[config.mk]
export PLATFORM = sky130hd
export DESIGN_NAME = instruction_fetch_unit_flat
export DESIGN_NICKNAME = d
export VERILOG_FILES = /design/src/rtl/instruction_fetch_unit_if.sv /design/src/rtl/instruction_fetch_unit.sv /design/src/flat_wrapper.sv
export SDC_FILE = /design/constraint.sdc
export NUM_CORES = 1
export LEC_CHECK = 0
export CORE_MARGIN = 1.5
export CORE_UTILIZATION = 34
export CTS_CLUSTER_DIAMETER = 100
export DETAILED_ROUTE_END_ITERATION = 12
export GPL_TIMING_DRIVEN = 0
export PLACE_DENSITY = 0.73
export SYNTH_ARGS = -nofsm -noshare
export SYNTH_HDL_FRONTEND = slang
export SYNTH_SLANG_ARGS = --single-unit
[constraint.sdc]
create_clock -name clk -period 2.5 [get_ports clk]
set_input_delay 0.625 -clock clk [delete_from_list [all_inputs] [get_ports clk]]
set_output_delay 0.625 -clock clk [all_outputs]
set_load 0.01 [all_outputs]
[src/rtl/instruction_fetch_unit_if.sv]
// Bundles the fetch stage's control, instruction-memory and IF/ID signals.
//
// Handshake semantics: there is no valid/ready pair on this bus. The memory
// port has zero wait states: imem_addr is presented combinationally and
// imem_rdata must be valid before the same rising edge. stall and
// branch_taken are level-sampled on every rising edge. if_id_valid marks
// whether the IF/ID register holds a real instruction (1) or a bubble (0).
interface instruction_fetch_unit_if;
   logic        stall;
   logic        branch_taken;
   logic [31:0] branch_target;
   logic [31:0] imem_addr;
   logic [31:0] imem_rdata;
   logic [31:0] pc;
   logic [31:0] if_id_instr;
   logic [31:0] if_id_pc_plus4;
   logic        if_id_valid;
   logic [4:0]  rs_out;
   logic [4:0]  rt_out;
   logic [4:0]  rd_out;
   logic [15:0] imm_out;
   logic        jump_out;
   logic [31:0] fetch_count;
   logic [31:0] flush_count;

   // Environment side: hazard unit, EX stage, instruction memory, decode.
   modport master (
      output stall, branch_taken, branch_target, imem_rdata,
      input  imem_addr, pc, if_id_instr, if_id_pc_plus4, if_id_valid,
             rs_out, rt_out, rd_out, imm_out, jump_out,
             fetch_count, flush_count
   );

   // Fetch unit side.
   modport slave (
      input  stall, branch_taken, branch_target, imem_rdata,
      output imem_addr, pc, if_id_instr, if_id_pc_plus4, if_id_valid,
             rs_out, rt_out, rd_out, imm_out, jump_out,
             fetch_count, flush_count
   );
endinterface

[src/rtl/instruction_fetch_unit.sv]
// Instruction fetch stage: owns the PC, resolves unconditional jumps in IF
// with no bubble, applies EX branch redirects and hazard stalls, and
// registers the fetched word into the IF/ID pipeline register.
module instruction_fetch_unit #(
   parameter logic [31:0] RESET_PC    = 32'h0000_0000,
   parameter logic [5:0]  JUMP_OPCODE = 6'b000010
) (
   input logic                     clk,
   input logic                     reset,
   instruction_fetch_unit_if.slave bus
);

   // What happens to PC and IF/ID on the coming edge. Branch outranks
   // stall, which outranks a normal load.
   typedef enum logic [1:0] {
      ACT_LOAD  = 2'd0,
      ACT_HOLD  = 2'd1,
      ACT_FLUSH = 2'd2
   } action_e;

   action_e     action;
   logic [31:0] pc_q;
   logic [31:0] pc_plus4;
   logic [31:0] jump_target;
   logic [31:0] next_pc;
   logic        is_jump;

   logic [31:0] if_id_instr_q;
   logic [31:0] if_id_pc_plus4_q;
   logic        if_id_valid_q;
   logic        jump_q;
   logic [31:0] fetch_count_q;
   logic [31:0] flush_count_q;

   // The low two bits of a redirect address are forced to zero.
   logic unused_target_lsbs;
   assign unused_target_lsbs = ^bus.branch_target[1:0];

   assign pc_plus4    = pc_q + 32'd4;
   assign is_jump     = (bus.imem_rdata[31:26] == JUMP_OPCODE);
   assign jump_target = {pc_plus4[31:28], bus.imem_rdata[25:0], 2'b00};

   // Select this cycle's action from the redirect and stall inputs.
   always_comb begin
      action = ACT_LOAD;
      if (bus.branch_taken) begin
         action = ACT_FLUSH;
      end else if (bus.stall) begin
         action = ACT_HOLD;
      end
   end

   // Next PC: branch redirect, hold, IF-resolved jump, or sequential.
   always_comb begin
      next_pc = pc_plus4;
      case (action)
         ACT_FLUSH: next_pc = {bus.branch_target[31:2], 2'b00};
         ACT_HOLD:  next_pc = pc_q;
         default:   next_pc = is_jump ? jump_target : pc_plus4;
      endcase
   end

   // Program counter register.
   always_ff @(posedge clk or negedge reset) begin
      if (!reset) begin
         pc_q <= RESET_PC;
      end else begin
         pc_q <= next_pc;
      end
   end

   // IF/ID register and its fetch/flush counters.
   always_ff @(posedge clk or negedge reset) begin
      if (!reset) begin
         if_id_instr_q    <= 32'd0;
         if_id_pc_plus4_q <= 32'd0;
         if_id_valid_q    <= 1'b0;
         jump_q           <= 1'b0;
         fetch_count_q    <= 32'd0;
         flush_count_q    <= 32'd0;
      end else begin
         case (action)
            ACT_FLUSH: begin
               if_id_instr_q    <= 32'd0;
               if_id_pc_plus4_q <= 32'd0;
               if_id_valid_q    <= 1'b0;
               jump_q           <= 1'b0;
               flush_count_q    <= flush_count_q + 32'd1;
            end
            ACT_LOAD: begin
               if_id_instr_q    <= bus.imem_rdata;
               if_id_pc_plus4_q <= pc_plus4;
               if_id_valid_q    <= 1'b1;
               jump_q           <= is_jump;
               fetch_count_q    <= fetch_count_q + 32'd1;
            end
            default: begin
               if_id_instr_q    <= if_id_instr_q;
               if_id_pc_plus4_q <= if_id_pc_plus4_q;
               if_id_valid_q    <= if_id_valid_q;
               jump_q           <= jump_q;
               fetch_count_q    <= fetch_count_q;
               flush_count_q    <= flush_count_q;
            end
         endcase
      end
   end

   // Output drive; decoder fields are plain slices of the IF/ID word.
   assign bus.pc             = pc_q;
   assign bus.imem_addr      = pc_q;
   assign bus.if_id_instr    = if_id_instr_q;
   assign bus.if_id_pc_plus4 = if_id_pc_plus4_q;
   assign bus.if_id_valid    = if_id_valid_q;
   assign bus.jump_out       = jump_q;
   assign bus.rs_out         = if_id_instr_q[25:21];
   assign bus.rt_out         = if_id_instr_q[20:16];
   assign bus.rd_out         = if_id_instr_q[15:11];
   assign bus.imm_out        = if_id_instr_q[15:0];
   assign bus.fetch_count    = fetch_count_q;
   assign bus.flush_count    = flush_count_q;

endmodule

[src/flat_wrapper.sv]
// flat-port wrapper written by rule: the top's interface ports become plain ports
module instruction_fetch_unit_flat 
#(
   parameter logic [31:0] RESET_PC    = 32'h0000_0000,
   parameter logic [5:0]  JUMP_OPCODE = 6'b000010
)
  (clk, reset, bus_stall, bus_branch_taken, bus_branch_target, bus_imem_rdata, bus_imem_addr, bus_pc, bus_if_id_instr, bus_if_id_pc_plus4, bus_if_id_valid, bus_rs_out, bus_rt_out, bus_rd_out, bus_imm_out, bus_jump_out, bus_fetch_count, bus_flush_count);
  instruction_fetch_unit_if bus_i ();
  input logic clk;
  input logic reset;
  input wire logic [$bits(bus_i.stall)-1:0] bus_stall;
  input wire logic [$bits(bus_i.branch_taken)-1:0] bus_branch_taken;
  input wire logic [$bits(bus_i.branch_target)-1:0] bus_branch_target;
  input wire logic [$bits(bus_i.imem_rdata)-1:0] bus_imem_rdata;
  output wire logic [$bits(bus_i.imem_addr)-1:0] bus_imem_addr;
  output wire logic [$bits(bus_i.pc)-1:0] bus_pc;
  output wire logic [$bits(bus_i.if_id_instr)-1:0] bus_if_id_instr;
  output wire logic [$bits(bus_i.if_id_pc_plus4)-1:0] bus_if_id_pc_plus4;
  output wire logic [$bits(bus_i.if_id_valid)-1:0] bus_if_id_valid;
  output wire logic [$bits(bus_i.rs_out)-1:0] bus_rs_out;
  output wire logic [$bits(bus_i.rt_out)-1:0] bus_rt_out;
  output wire logic [$bits(bus_i.rd_out)-1:0] bus_rd_out;
  output wire logic [$bits(bus_i.imm_out)-1:0] bus_imm_out;
  output wire logic [$bits(bus_i.jump_out)-1:0] bus_jump_out;
  output wire logic [$bits(bus_i.fetch_count)-1:0] bus_fetch_count;
  output wire logic [$bits(bus_i.flush_count)-1:0] bus_flush_count;
  assign bus_i.stall = bus_stall;
  assign bus_i.branch_taken = bus_branch_taken;
  assign bus_i.branch_target = bus_branch_target;
  assign bus_i.imem_rdata = bus_imem_rdata;
  assign bus_imem_addr = bus_i.imem_addr;
  assign bus_pc = bus_i.pc;
  assign bus_if_id_instr = bus_i.if_id_instr;
  assign bus_if_id_pc_plus4 = bus_i.if_id_pc_plus4;
  assign bus_if_id_valid = bus_i.if_id_valid;
  assign bus_rs_out = bus_i.rs_out;
  assign bus_rt_out = bus_i.rt_out;
  assign bus_rd_out = bus_i.rd_out;
  assign bus_imm_out = bus_i.imm_out;
  assign bus_jump_out = bus_i.jump_out;
  assign bus_fetch_count = bus_i.fetch_count;
  assign bus_flush_count = bus_i.flush_count;
  instruction_fetch_unit #(.RESET_PC(RESET_PC), .JUMP_OPCODE(JUMP_OPCODE)) u_core (.clk(clk), .reset(reset), .bus(bus_i));
endmodule
Word level (Yosys, flattened, before mapping):

Cells that the tools add are included.

* add/sub/neg operators: 3
* equal/unequal tests: 3
* muxes and demuxes: 8
* reduce and logical (&&, ||, !) cells: 2

Operators by type and width (number)
* $pmux 32 s2: 3
* $add 32x1->32 const B: 2
* $add 32x3->32 const B: 1
* $mux 28: 1
* $eq 6x2->1 const B: 1
* $pmux 1 s2: 2
* $eq 2x1->1 const B: 1
* $eq 2x2->1 const B: 1
* $logic_not 2->1: 1
* $mux 2: 1
* $reduce_bool 2->1: 1
* $mux 1: 1

* flip-flop bits (word level): 162
* input bits: 68
* output and inout port bits: 225

Longest topological paths before layout:

* depth in word-level cells: 4
* gate-level depth with buffers: 7
* gate-level depth less buffers: 6

Worst setup path before layout:

OpenSTA, ideal clock, no wires.

* kind: reg-to-reg
* start point: register u_core.pc_q[2] (netlist: u_core.bus.imem_addr[2])
* end point: register u_core.pc_q[26] (netlist: u_core.bus.imem_addr[26])
* library setup time: 0.126 ns
* data arrival time: 2.119 ns
* required time: 2.374 ns
* path slack: 0.255 ns
* stages on the path, launching flop included: 7
* buffers on the path: 0
* cells stage by stage: dfrtp_1 > ha_1 > nand3_1 > nor4_2 > nand4_1 > xnor2_1 > a221o_1

* longest elaborated chain between the ends: 3

Ends and longest elaborated chain
* start, declared: line instruction_fetch_unit.sv:22 `logic [31:0] pc_q;`
* start signal, assigned: line instruction_fetch_unit.sv:68 `pc_q <= next_pc;`
* $add 32x3->32: line instruction_fetch_unit.sv:39 `assign pc_plus4 = pc_q + 32'd4;`
* $mux 28: line instruction_fetch_unit.sv:59 `default: next_pc = is_jump ? jump_target : pc_plus4;`
* $pmux 32 s2: line instruction_fetch_unit.sv:56 `case (action)`

Every way passes these cells.
A chain may end at the register's enable or synchronous reset.

Final worst setup path:

* start point: register u_core.pc_q[9] (netlist: u_core.bus.imem_addr[9])
* end point: register u_core.pc_q[23] (netlist: u_core.bus.imem_addr[23])

Same word-level chain as after synthesis.

==> impl_metrics.py <==
metrics = {
    "outcome": {
        "outcome": "complete, no violations",
    },
    "synth": {
        "synth-xor-area-share_pct": 10.3,
        "synth_top_family_by_area": "simple AND/OR/NAND/NOR gates",
        "yosysMostFrequentCell": "dfrtp_1",
        "synth_adder_area_share_pct": 0.468,
        "synth_simple_gate_area_share_pct": 17.8,
        "ys.flop_type": "dfrtp_1",
        "ys_async_sr_fraction_pct": 100,
        "synth_area_um2": 8020,
        "synth_edf_count": 0,
        "synth-compound-area-share_pct": 9.61,
        "yosys_warnings": 0,
        "syn_inst": 805,
        "synth_top_area_cell": "dfrtp_1",
        "synth_mux_area_share_pct": 3.45,
        "post_synth_num_cell_types": 51,
        "synth_seq_cells": 158,
        "synthTopCellsByCount": "dfrtp_1 (158), nor2_1 (89), buf_4 (67), nand2_1 (61), xnor2_1 (57)",
        "synth_top_area_share_pct": 49.3,
        "seq_area_frac_synth_pct": 49.3,
        "syn_area_per_cell_um2": 9.97,
        "synthTopCellsByArea": "dfrtp_1 (49%), buf_4 (6.3%), xnor2_1 (6.2%), nor2_1 (4.2%), xor2_1 (4.0%)",
    },
    "place": {
        "place_congestion": 0.834,
        "dp_slack_ns": -0.599,
        "dp_hpwl_um": 19500,
        "placed_cells": 1412,
        "numPortBuffers": 282,
    },
    "drt": {
        "viasPerCell": 4.86,
        "via_count": 7028,
        "routed_wl_um": 26000,
        "drtIter0Drc": 381,
        "routedWlPerCell_um": 18.0,
        "dr.pass1.iters": 5,
        "drc_errors": 0,
        "ant_nets": 0,
    },
    "power_and_ir_drop": {
        "p_total_w": 0.00745,
        "p_seq_share_pct": 41.3,
        "ir_drop_mv": 0.340,
        "pwr-share-comb_pct": 22.3,
        "clkPwrFrac_pct": 36.4,
        "p_leak_nw": 5.17,
        "intPower_w": 0.00516,
        "p_switching_w": 0.00228,
        "switching_share_pct": 30.7,
        "power.density_nw_per_um2": 623,
    },
    "cells_and_area": {
        "fill_cells": 2167,
        "finalNonFillerCells": 1445,
        "regArea_um2": 3950,
        "synthToLayoutAreaGrowth_pct": 49.0,
        "final_nets": 1183,
        "layout-drive-gt1-share_pct": 11.6,
        "multi_input_area_um2": 3370,
    },
    "timing": {
        "slew_headroom_pct": 48.6,
        "rsz0062_at_grt": "false",
        "fin_ws_ns": 0.148,
        "post-route-min-period_ns": 2.35,
        "tns_ns": 0,
        "drv_slew": 0,
        "fin_hold_ws_ns": 0.0810,
        "setup_violations": 0,
        "hold_viol": 0,
        "fin_crit_sh_pct": 94.1,
        "clock.fmax_mhz": 425,
        "finClkSkew_ns": 0.0145,
        "worst_slew_pin_slew_ns": 0.771,
    },
    "cts": {
        "cts_buffers": 17,
        "clk_latency_ns": 0.43,
        "cts_hold_buf": 0,
        "clockBufferDepth": 2,
        "cts_tree": "built",
        "cts_root_buffer": "clkbuf_16",
        "h-tree-depth": 4,
        "path_clk_slew_ns": 0.07,
        "clock_sinks": 158,
    },
    "setup_path": {
        "path_buf_inv": 0,
        "end_kind": "flip-flop",
        "required_ns": 2.81,
        "cp_slowest_cell": "or4_4",
        "cpLargestDelayFamily": "simple AND/OR/NAND/NOR gates",
        "slowest_delay_ns": 0.59,
        "arrival_ns": 2.66,
        "cp_cell_sequence": "nand4_2 -> or4_4 -> nor4_2 -> xor2_1 -> a221o_1",
        "cp-start-kind": "flip-flop",
        "critPathMaxFanout": 8,
        "worst-setup-path-type": "reg2reg",
    },
    "grt": {
        "grt_max_degree": 117,
        "grtUsageTotal_pct": 21.6,
        "grt_pass1_vias": 7054,
        "grt_antenna_before_repair": 1,
        "grt_first_pass_wirelength_um": 40100,
        "grt.overflow.total": 0,
    },
    "floorplanning": {
        "dieArea_um2": 24500,
        "initial_utilization_pct": 34.4,
        "fp.dieH_um": 157,
        "io_pins": 293,
        "fp.coreArea_um2": 23300,
        "placementRows": 56,
        "die_w_um": 157,
    },
    "worst_hold_path": {
        "hp-class": "in2async",
    },
    "run": {
        "maxCapViolCount": 0,
    },
}
[timing repair]
item,in CTS,in global routing
resized for setup,4,6
pin swaps,1,0
endpoints found under the setup margin,34,41
setup buffers,1,0
[through the flow]
stage               utilization, %  instance area [um2]
floorplan                        -                 8040
global placement              48.3                11300
detailed placement            48.4                11300
CTS                           51.2                11900
global route                  51.2                12000
finish                        51.2                12000
[layout make-up]
| cell class | instances | area share, % |
|---|---|---|
| sequential | 158 | 33.1 |
| multi-input combinational | 528 | 28.2 |
| timing repair buffer | 284 | 24.0 |
| buffer | 105 | 5.57 |
| clock buffer | 17 | 3.56 |
| tap | 319 | 3.34 |
| clock inverter | 15 | 1.61 |
| inverter | 18 | 0.565 |
| antenna | 1 | 0.0209 |
[placed cells by master (no fill, tap or decap), types with 14 or more instances in the layout]
cell type and instances:
nand4_1 23, nor2_1 89, a21oi_1 37, xnor2_1 57
a22oi_1 17, buf_4 67, and3_1 18, mux2i_1 22
xor2_1 37, clkdlybuf4s50_1 281, nor2b_1 18, inv_1 17
dfrtp_1 158, clkbuf_1 23, nand2_1 61, clkbuf_16 17
nand3_1 31, nor3_1 14
[sequential cells by signal (all words and copies together) (netlist names)]
name / count
u_core.bus.if_id_pc_plus4: 30
u_core.bus.imem_addr: 30
u_core.bus.fetch_count: 32
u_core.bus.jump_out: 1
u_core.bus.if_id_valid: 1
u_core.bus.if_id_instr: 32
u_core.bus.flush_count: 32
[layer usage]
layer	routed length [um]	vias to the layer above	global-route usage, %
met1	11400	3414	27.7
met2	12300	262	35.7
met4	654	0	7.62
met3	1670	35	4.82
li1	-	3317	-
met5	0	-	0
[power groups by stage]
stage	clock, W	sequential, W	combinational (W)
6_report	0.00271	0.00308	0.00166
5_1_grt	0.00288	0.00312	0.00179
4_1_cts	0.00276	0.00308	0.00168
3_5_place_dp	0	0.00312	0.00167
3_3_place_gp	0	0.00312	0.00165
2_1_floorplan	0	0.00315	0.000643
[path summary, 6_finish.rpt]
path / end / depth (start not counted) / start / slack, ns
min in group clk: u_core.bus.flush_count[31] / 1 / u_core.bus.flush_count[31] / 0.47
max reg2reg: u_core.bus.imem_addr[23] / 5 / u_core.bus.imem_addr[9] / 0.15
min: u_core.bus.flush_count[12] / 1 / reset / 0.08
min reg2reg: u_core.bus.flush_count[31] / 1 / u_core.bus.flush_count[31] / 0.47
max: u_core.bus.imem_addr[23] / 5 / u_core.bus.imem_addr[9] / 0.15
max in group asynchronous: u_core.bus.imem_addr[5] / 2 / reset / 1.52
[logic make-up (layout without fill, tap and decap cells)]
family | after synthesis | count (layout)
AND/OR/NAND/NOR | 284 | 284
other | 1 | 7
XOR/XNOR | 94 | 94
flip-flops | 158 | 158
adder cells (fa/ha/maj) | 3 | 3
buffers and inverters | 124 | 439
AO/OA/AOI/OAI | 114 | 114
multiplexers | 27 | 27
Note: power is estimated with default switching activity, not from simulation.
